**config.mk**
```make
export PLATFORM = sky130hd
export DESIGN_NAME = m_parity_rx_flat
export DESIGN_NICKNAME = d
export VERILOG_FILES = /design/src/rtl/m_parity_rx_if.sv /design/src/rtl/m_parity_rx.sv /design/src/flat_wrapper.sv
export SDC_FILE = /design/constraint.sdc
export NUM_CORES = 1
export LEC_CHECK = 0
export CAP_MARGIN = 0
export CORE_ASPECT_RATIO = 0.5
export CORE_UTILIZATION = 48
export CTS_CLUSTER_DIAMETER = 40
export DETAILED_ROUTE_END_ITERATION = 12
export PLACE_DENSITY = 0.74
export RECOVER_POWER = 25
export SYNTH_ARGS = -nofsm -noshare
export SYNTH_HDL_FRONTEND = slang
export SYNTH_SLANG_ARGS = --single-unit
```
**constraint.sdc**
```tcl
create_clock -name i_clk -period 1.9 [get_ports i_clk]
set_input_delay 0.38 -clock i_clk [delete_from_list [all_inputs] [get_ports i_clk]]
set_output_delay 0.38 -clock i_clk [all_outputs]
set_load 0.01 [all_outputs]
```
**src/rtl/m_parity_rx_if.sv**
```systemverilog
// Handshake/bus bundle for the bit-serial parity receiver.
// The link side drives the master modport and the receiver uses the slave modport.
interface m_parity_rx_if #(
    parameter int unsigned WIDTH = 16
) ();
    logic             i_start;
    logic             i_bit;
    logic             i_bit_valid;
    logic [WIDTH-1:0] o_data;
    logic             o_valid;
    logic             o_parity_err;
    logic             o_busy;
    logic             o_abort;

    modport master (
        output i_start,
        output i_bit,
        output i_bit_valid,
        input  o_data,
        input  o_valid,
        input  o_parity_err,
        input  o_busy,
        input  o_abort
    );

    modport slave (
        input  i_start,
        input  i_bit,
        input  i_bit_valid,
        output o_data,
        output o_valid,
        output o_parity_err,
        output o_busy,
        output o_abort
    );
endinterface

```
**src/rtl/m_parity_rx.sv**
```systemverilog
// Bit-serial word receiver: shifts in WIDTH data bits LSB first plus one parity bit,
// then presents the word with a parity-error flag and a one-cycle valid strobe.
module m_parity_rx #(
    parameter int unsigned WIDTH      = 16,
    parameter int unsigned PARITY_ODD = 0
) (
    input  logic          i_clk,
    input  logic          i_rst_n,
    m_parity_rx_if.slave  bus
);
    localparam int unsigned CW = (WIDTH > 1) ? $clog2(WIDTH) : 1;
    localparam logic [CW-1:0] LAST_IDX = CW'(WIDTH - 1);
    localparam logic ACC_INIT = (PARITY_ODD != 0);

    typedef enum logic [1:0] {
        S_IDLE,
        S_DATA,
        S_PARITY
    } state_e;

    state_e            state_q, state_d;
    logic [CW-1:0]     cnt_q, cnt_d;
    logic [WIDTH-1:0]  shift_q, shift_d;
    logic              acc_q, acc_d;
    logic [WIDTH-1:0]  data_q, data_d;
    logic              err_q, err_d;
    logic              valid_q, valid_d;
    logic              busy_q, busy_d;
    logic              abort_q, abort_d;

    always_comb begin
        state_d = state_q;
        cnt_d   = cnt_q;
        shift_d = shift_q;
        acc_d   = acc_q;
        data_d  = data_q;
        err_d   = err_q;
        valid_d = 1'b0;
        abort_d = 1'b0;

        unique case (state_q)
            S_IDLE: begin
                if (bus.i_start) begin
                    state_d = S_DATA;
                    cnt_d   = '0;
                    shift_d = '0;
                    acc_d   = ACC_INIT;
                end
            end
            S_DATA, S_PARITY: begin
                // A start mid-frame wins over any bit presented in the same cycle.
                if (bus.i_start) begin
                    abort_d = 1'b1;
                    state_d = S_DATA;
                    cnt_d   = '0;
                    shift_d = '0;
                    acc_d   = ACC_INIT;
                end else if (bus.i_bit_valid) begin
                    if (state_q == S_DATA) begin
                        shift_d[cnt_q] = bus.i_bit;
                        acc_d          = acc_q ^ bus.i_bit;
                        if (cnt_q == LAST_IDX) begin
                            state_d = S_PARITY;
                        end else begin
                            cnt_d = cnt_q + 1'b1;
                        end
                    end else begin
                        data_d  = shift_q;
                        err_d   = acc_q ^ bus.i_bit;
                        valid_d = 1'b1;
                        state_d = S_IDLE;
                    end
                end
            end
            default: state_d = S_IDLE;
        endcase

        busy_d = (state_d != S_IDLE);
    end

    always_ff @(posedge i_clk) begin
        if (!i_rst_n) begin
            state_q <= S_IDLE;
            cnt_q   <= '0;
            shift_q <= '0;
            acc_q   <= 1'b0;
            data_q  <= '0;
            err_q   <= 1'b0;
            valid_q <= 1'b0;
            busy_q  <= 1'b0;
            abort_q <= 1'b0;
        end else begin
            state_q <= state_d;
            cnt_q   <= cnt_d;
            shift_q <= shift_d;
            acc_q   <= acc_d;
            data_q  <= data_d;
            err_q   <= err_d;
            valid_q <= valid_d;
            busy_q  <= busy_d;
            abort_q <= abort_d;
        end
    end

    assign bus.o_data       = data_q;
    assign bus.o_valid      = valid_q;
    assign bus.o_parity_err = err_q;
    assign bus.o_busy       = busy_q;
    assign bus.o_abort      = abort_q;
endmodule

```
**src/flat_wrapper.sv**
```systemverilog
// flat-port wrapper written by rule: the top's interface ports become plain ports
module m_parity_rx_flat 
#(
    parameter int unsigned WIDTH      = 16,
    parameter int unsigned PARITY_ODD = 0
)
  (i_clk, i_rst_n, bus_i_start, bus_i_bit, bus_i_bit_valid, bus_o_data, bus_o_valid, bus_o_parity_err, bus_o_busy, bus_o_abort);
  m_parity_rx_if #(.WIDTH(WIDTH)) bus_i ();
  input  logic i_clk;
  input  logic i_rst_n;
  input wire logic [$bits(bus_i.i_start)-1:0] bus_i_start;
  input wire logic [$bits(bus_i.i_bit)-1:0] bus_i_bit;
  input wire logic [$bits(bus_i.i_bit_valid)-1:0] bus_i_bit_valid;
  output wire logic [$bits(bus_i.o_data)-1:0] bus_o_data;
  output wire logic [$bits(bus_i.o_valid)-1:0] bus_o_valid;
  output wire logic [$bits(bus_i.o_parity_err)-1:0] bus_o_parity_err;
  output wire logic [$bits(bus_i.o_busy)-1:0] bus_o_busy;
  output wire logic [$bits(bus_i.o_abort)-1:0] bus_o_abort;
  assign bus_i.i_start = bus_i_start;
  assign bus_i.i_bit = bus_i_bit;
  assign bus_i.i_bit_valid = bus_i_bit_valid;
  assign bus_o_data = bus_i.o_data;
  assign bus_o_valid = bus_i.o_valid;
  assign bus_o_parity_err = bus_i.o_parity_err;
  assign bus_o_busy = bus_i.o_busy;
  assign bus_o_abort = bus_i.o_abort;
  m_parity_rx #(.WIDTH(WIDTH), .PARITY_ODD(PARITY_ODD)) u_core (.i_clk(i_clk), .i_rst_n(i_rst_n), .bus(bus_i));
endmodule
```
==> results.md, run 1 <==
* Final WL at 4130 um
* Worst Setup EP: u_core.cnt_q[2]
* Avg Inst Size Synth at 7.88 um^2
* Worst endpoint required time at 2.13 ns
* Synth Flop Type: dfxtp_1
* R2R depth at 7
* Async SR Flop Fraction at 0
* Initial antenna violation count at 0
* Vias at around 1,800
* Worst Path Arrival at approximately 2 ns
* Max-slew headroom at 0.603
* Clock transition at path regs at around 0.08 ns
* Clock skew at 0.00453 ns
* CP max stage delay at 0.39 ns
* Largest net degree at the start of global routing at 38
* Total core area at about 3600 um^2
* Reg2reg start: u_core.state_q[0]
* Crit-path slowest cell: a221o_1
* # setup viols final at 0
* Pwr/cell area at 687 nW/um^2
* Layout cells sized above 1 at 0.117
* Worst skew pair latency at slightly below 0.3 ns
* Port Buffer Count at 24
* Worst Setup End Kind: register
* Die Wd at 90.8 um
* Max-cap violation count at 0
* Post-synth EDFFs at 0
* Initial core utilization at 0.525
* Vias in the first global route at between 1,500 and 2,000
* Post-CTS Hold Buffers at 0
* Top Family by Delay on Critical Path: compound AO/OA/AOI/OAI gates
* Total gr overflow at 0
* Syn Nets at 252
* Worst path cell trace: inv_1 -> ha_4 -> nor2b_1 -> a221o_1 -> buf_4 -> or3_1 -> a21boi_1
* Seq cells post-synth at between 40 and 50
* TritonCTS Buffers at 5
* Router iterations before antenna repair at 4
* CP startpoint: u_core.state_q[0]
* Final HPWL DP at 2940 um
* Flop-to-flop setup slack at about 0.11 ns
* RSZ-0062 raised after global routing: false
* Worst-case clock buffer depth at 2
* Fill cells at 312
* Mapped Area at 1890 um^2
* Achievable Freq at 0.558 GHz
* Hold Slack at between 0.4 and 0.5 ns
* Post-route ant nets at 0
* Min-delay worst type: register to register
* Setup CP Type: register to register
* Rows at 15
* VDD IR max at about 290 uV
* Routed length per instance at ~13 um
* IO Count at 25
* First-pass GRT wire length at 7020 um
* Run status: complete, no violations
* Ys Warns at 0
* Hold Fails Final Rpt at 0
* Design area at 2390 um^2
* 1st-iter DRT viols at ~110
* Die Y at between 40 and 50 um
* H-Tree Depth at 2
* Crit start category: register
* Post-Syn Instances at 240
* Min cycle time layout at between 1.5 and 2 ns
* Pins Over Slew Limit at 0
* DRC at 0
* Dpl cell area at ~2300 um^2
* Nets at 284
* CTS tree: done
* Clk root buf: clkbuf_8
* Sequential-to-total area share from yosys stat at 0.455
* Worst reg2reg endpoint: u_core.cnt_q[2]
* Final GP Congestion at approximately 0.83
* Maximum fanout along the worst path at 7
* Core Util, Final at 0.662
* Layout overhead on the synthesized area at 26.1%
* Drt via density at 5.48
* Crit path buf inv count at 2
* Gr usage total at 0.216
* Ant. Diodes at 0
* Die area at 4210 um^2
* CP Depth at 7
* CTS Sinks at 43
* Number of distinct library cells after synthesis at 36
* Worst slew pin tran at 0.581 ns
* Period utilization at 0.944
* Leakage at 0.867 nW
* Total power at 1.64 mW
==> cell families after synthesis <==
group	after synthesis	synth area share
xor gates and xnor gates	1	0.00463
adders and majority gates	7	0.0463
buffers and inverters	27	0.0582
and+or+nand+nor	80	0.200
DFF	43	0.455
AOI/OAI and AO/OA	82	0.235
==> synthesized netlist by cell type (2+ instances only) <==
master	number	share of area
a21oi_1	51	0.13
buf_1	2	0.0040
buf_2	7	0.019
clkbuf_1	10	0.020
dfxtp_1	43	0.46
ha_1	7	0.046
inv_1	7	0.014
nand2_1	34	0.067
nand2b_1	4	0.013
nand3_1	19	0.050
nor2_1	9	0.018
nor2b_1	3	0.0099
o21ai_0	18	0.048
o31ai_1	2	0.0079
or3_1	2	0.0066
or4_1	2	0.0079
==> layer usage <==
layer,up-vias,share of wire,global-route usage
met4,0,0.013,0.0984
met2,65,0.45,0.380
li1,892,-,-
met1,811,0.47,0.264
met5,-,0,0
met3,7,0.069,0.0495
==> registers in the layout (all words and copies together) (netlist names) <==
signal and cells:
u_core.acc_q 1, u_core.bus.o_abort 1, u_core.bus.o_busy 1, u_core.bus.o_data 16, u_core.bus.o_parity_err 1, u_core.bus.o_valid 1
u_core.cnt_q 4, u_core.shift_q 16, u_core.state_q 2
==> through the flow <==
| stage | instances | TNS (ns) | worst slack, ns |
|---|---|---|---|
| after floorplan | 240 | 0 | 0.0520 |
| after global placement | 315 | -2.54 | -0.210 |
| after detailed placement | 315 | -4.21 | -0.282 |
| after CTS | 324 | 0 | 0.00718 |
| after global routing | 324 | 0 | 0.00737 |
| final | 324 | 0 | 0.107 |
==> what timing repair did <==
action / in CTS / in global routing
endpoints found under the setup margin: 1 / 15
setup buffers: 1 / 0
gates resized for setup: 1 / 5
cloned: 0 / 0
pin swaps: 1 / 4
==> where the power goes <==
group          internal (mW)  switching, mW  leakage [nW]
clock                  0.258          0.297        0.0422
sequential             0.908        0.00347         0.348
combinational         0.0773         0.0960         0.477
total                   1.24          0.396         0.867
==> placed cells by master (no fill, tap or decap), drive strengths merged, types with 2 or more instances in the layout <==
cell type,Yosys,final
nor2,10,10
o31ai,2,2
a21oi,51,51
o21ai,18,18
dfxtp,43,43
nand2b,4,4
buf,9,19
clkbuf,10,8
ha,7,7
inv,8,8
dlygate4sd3,0,12
or4,2,2
a21boi,2,2
nand2,34,34
or3,2,2
nand3,19,19
nor2b,3,3
clkdlybuf4s50,0,11
==> area by class of cell <==
cell class / instances / area [um^2] / area share
Clock buffer: 7 / 76.3 / 0.0320
Clock inverter: 1 / 5.00 / 0.00210
Inverter: 8 / 30.0 / 0.0126
Multi-Input combinational cell: 170 / 933 / 0.391
Sequential cell: 43 / 863 / 0.362
Tap cell: 51 / 63.8 / 0.0267
Timing Repair Buffer: 44 / 414 / 0.174
==> worst register-to-register path: cells and delay by family, from the launching register on <==
kind,cells,cell delay [ns]
buffers and inverters,2,0.23
and+or+nand+nor,2,0.44
adders and majority gates,1,0.24
DFF,1,0.33
AOI/OAI and AO/OA,2,0.50
==> worst min-delay path by stage <==
stage / slack [ns] / depth (start not counted) / startpoint / end
floorplan: 0.43 / 2 / u_core.shift_q[0] / u_core.bus.o_data[0]
global placement: 0.44 / 2 / u_core.shift_q[1] / u_core.bus.o_data[1]
detailed placement: 0.44 / 2 / u_core.shift_q[0] / u_core.bus.o_data[0]
CTS: 0.45 / 2 / u_core.shift_q[0] / u_core.bus.o_data[0]
global route: 0.48 / 2 / u_core.bus.o_data[12] / u_core.bus.o_data[12]
finish: 0.45 / 2 / u_core.shift_q[6] / u_core.bus.o_data[6]
No activity file was read; power rests on OpenSTA's default activity.
==> inputs of run 2 (changes only) <==
Settings changed: PLACE_DENSITY 0.74 to 0.81.
==> run 2 against run 1 <==
Effect of this change:
- cell count is 0.31% lower
- via count is 1.6% higher
- register-to-register slack worse by 0.05 ns
- design area is 2.0% higher
- worst setup slack worse by 0.052 ns
- maximum frequency is 2.8% lower
==> results.md, run 2 (synthesized netlist as in run 1, its figures left out) <==
* Router iterations before antenna repair at 4 (unchanged)
* RSZ-0062 raised after global routing: false
* Number of gates resized after cts at 0 (-1)
* Register area at 863 um^2 (unchanged)
* VDD IR max at 431 uV (+51%)
* 1st-iter DRT viols at 201 (+91%)
* # setup viols final at 0 (unchanged)
* Worst Path Arrival at 2.08 ns (+0.06 ns)
* Leakage at 0.889 nW (+2.6%)
* Fill cells at 290 (-7.1%)
* Crit start category: register
* H-Tree Depth at 2 (unchanged)
* Nets at 283 (-0.35%)
* Switching portion of total power at 0.216 (-0.0257)
* Final GP Congestion at 0.854 (+2.8%)
* Pwr/cell area at 791 nW/um^2 (+15%)
* Worst skew pair latency at 0.30 ns (about the same)
* Worst Setup End Kind: register
* Combinational fraction of design power at 0.088 (-0.018)
* Port Buffer Count at 24 (unchanged)
* Clock transition at path regs at 0.08 ns (about the same)
* Vias at 1,804 (+1.6%)
* Reg power frac at 0.474 (-0.082)
* Total core area at 3600 um^2 (unchanged)
* Max-slew headroom at 0.609 (+0.00591)
* Worst reg2reg endpoint: u_core.cnt_q[3]
* Multi-input logic area at 933 um^2 (unchanged)
* Initial core utilization at 0.525 (unchanged)
* Pins Over Slew Limit at 0 (unchanged)
* Hold Fails Final Rpt at 0 (unchanged)
* CTS Sinks at 43 (unchanged)
* Routed length per instance at 13.2 um (+3.3%)
* Clock skew at 0.00466 ns (+0.000129 ns)
* Post-route ant nets at 0 (unchanged)
* Worst Hold Path EP: u_core.bus.o_data[14]
* Switching power total at 416 uW (+4.9%)
* Dpl cell area at 2300 um^2 (unchanged)
* Post-CTS setup buffer count at 0 (-1)
* Most common cell after layout, fill and taps aside: a21oi_1
* Initial antenna violation count at 0 (unchanged)
* Layout cells sized above 1 at 0.121 (+0.00411)
* Rows at 15 (unchanged)
* CTS tree: done
* Die Wd at 90.8 um (unchanged)
* Min cycle time layout at 1.85 ns (+0.0522 ns)
* Post-CTS Hold Buffers at 0 (unchanged)
* Worst slew pin tran at 0.572 ns (-0.00865 ns)
* Run status: complete, no violations
* Clk root buf: clkbuf_8
* TritonCTS Buffers at 5 (unchanged)
* Most frequent cells in the layout: a21oi_1, dfxtp_1, nand2_1, nand3_1
* Drt via density at 5.59 (+1.9%)
* Flop-to-flop setup slack at 0.05 ns (-0.05 ns)
* Worst hold path depth at 2 (unchanged)
* Achievable Freq at 0.542 GHz (-2.8%)
* Share of power burned in the clock network at 0.438 (+0.100)
* Die area at 4210 um^2 (unchanged)
* Die Y at 46.4 um (unchanged)
* Setup CP Type: register to register
* Maximum fanout along the worst path at 7 (unchanged)
* Hold Slack at 0.453 ns (+0.000881 ns)
* R2R depth at 6 (-1)
* DRC at 0 (unchanged)
* Worst endpoint required time at 2.14 ns (about the same)
* IO Count at 25 (unchanged)
* Layout overhead on the synthesized area at 28.6%
* Largest net degree at the start of global routing at 38 (unchanged)
* Max-cap violation count at 0 (unchanged)
* Total gr overflow at 0 (unchanged)
* Internal power at 1.51 mW (+21%)
* Reg2reg start: u_core.state_q[0]
* Final HPWL DP at 2880 um (-2.1%)
* First-pass GRT wire length at 7130 um (+1.6%)
* Ant. Diodes at 0 (unchanged)
* Final WL at 4250 um (+3.0%)
* Design area at 2430 um^2 (+2.0%)
* Gr usage total at 0.224 (+0.00725)
* Worst hold start: u_core.bus.o_data[14]
* Total power at 1.92 mW (+17%)
* Period utilization at 0.971 (+0.0275)
* Setup TNS Final at 0 ns (unchanged)
* Worst-case clock buffer depth at 2 (unchanged)
* Vias in the first global route at 1,577 (-1.7%)
* Min-delay worst type: register to register
-- run 2: worst max path at each step --
stage	start	to	slack, ns	cells past startpoint
floorplan	u_core.state_q[0]	u_core.cnt_q[3]	0.05	6
global placement	bus_i_start	u_core.cnt_q[3]	-0.19	5
detailed placement	bus_i_start	u_core.cnt_q[3]	-0.25	5
CTS	u_core.state_q[1]	u_core.cnt_q[3]	0.02	6
global route	u_core.state_q[0]	u_core.cnt_q[3]	0.008	6
finish	u_core.state_q[0]	u_core.cnt_q[3]	0.05	6
-- run 2: critical path: stages, from the launching register on --
cell and delay [ns]:
dfxtp_2 0.33, inv_1 0.06, ha_4 0.23, nor2b_1 0.13, a221o_1 0.41, or4_1 0.49, a21boi_1 0.14
-- run 2: routing by layer --
| metal | up-vias | routed length (um) | global-route usage |
|---|---|---|---|
| met5 | - | 0 | 0 |
| met4 | 0 | 94 | 0.127 |
| met3 | 13 | 266 | 0.0561 |
| met2 | 58 | 1950 | 0.367 |
| met1 | 839 | 1940 | 0.280 |
| li1 | 894 | - | - |
-- run 2: layout make-up --
class / instances / share of cell area
Clock buffer: 6 / 0.0298
Inverter: 8 / 0.0123
Sequential cell: 43 / 0.355
Multi-Input combinational cell: 170 / 0.384
Clock inverter: 2 / 0.0247
Tap cell: 51 / 0.0262
Timing Repair Buffer: 43 / 0.169
-- run 2: power groups by stage --
stage | Clock [mW] | Sequential, mW | Combinational [mW]
floorplan | 0 | 0.936 | 0.0954
global placement | 0 | 0.933 | 0.166
detailed placement | 0 | 0.933 | 0.169
CTS | 0.846 | 0.912 | 0.170
global route | 0.885 | 0.913 | 0.185
finish | 0.843 | 0.912 | 0.170
-- run 2: metrics by stage --
| stage | utilization | std cells | setup WS (ns) |
|---|---|---|---|
| after floorplan | - | 240 | 0.0520 |
| after global placement | 0.637 | 315 | -0.194 |
| after detailed placement | 0.637 | 315 | -0.254 |
| after CTS | 0.674 | 323 | 0.0239 |
| after global routing | 0.675 | 323 | 0.00844 |
| final | 0.675 | 323 | 0.0545 |
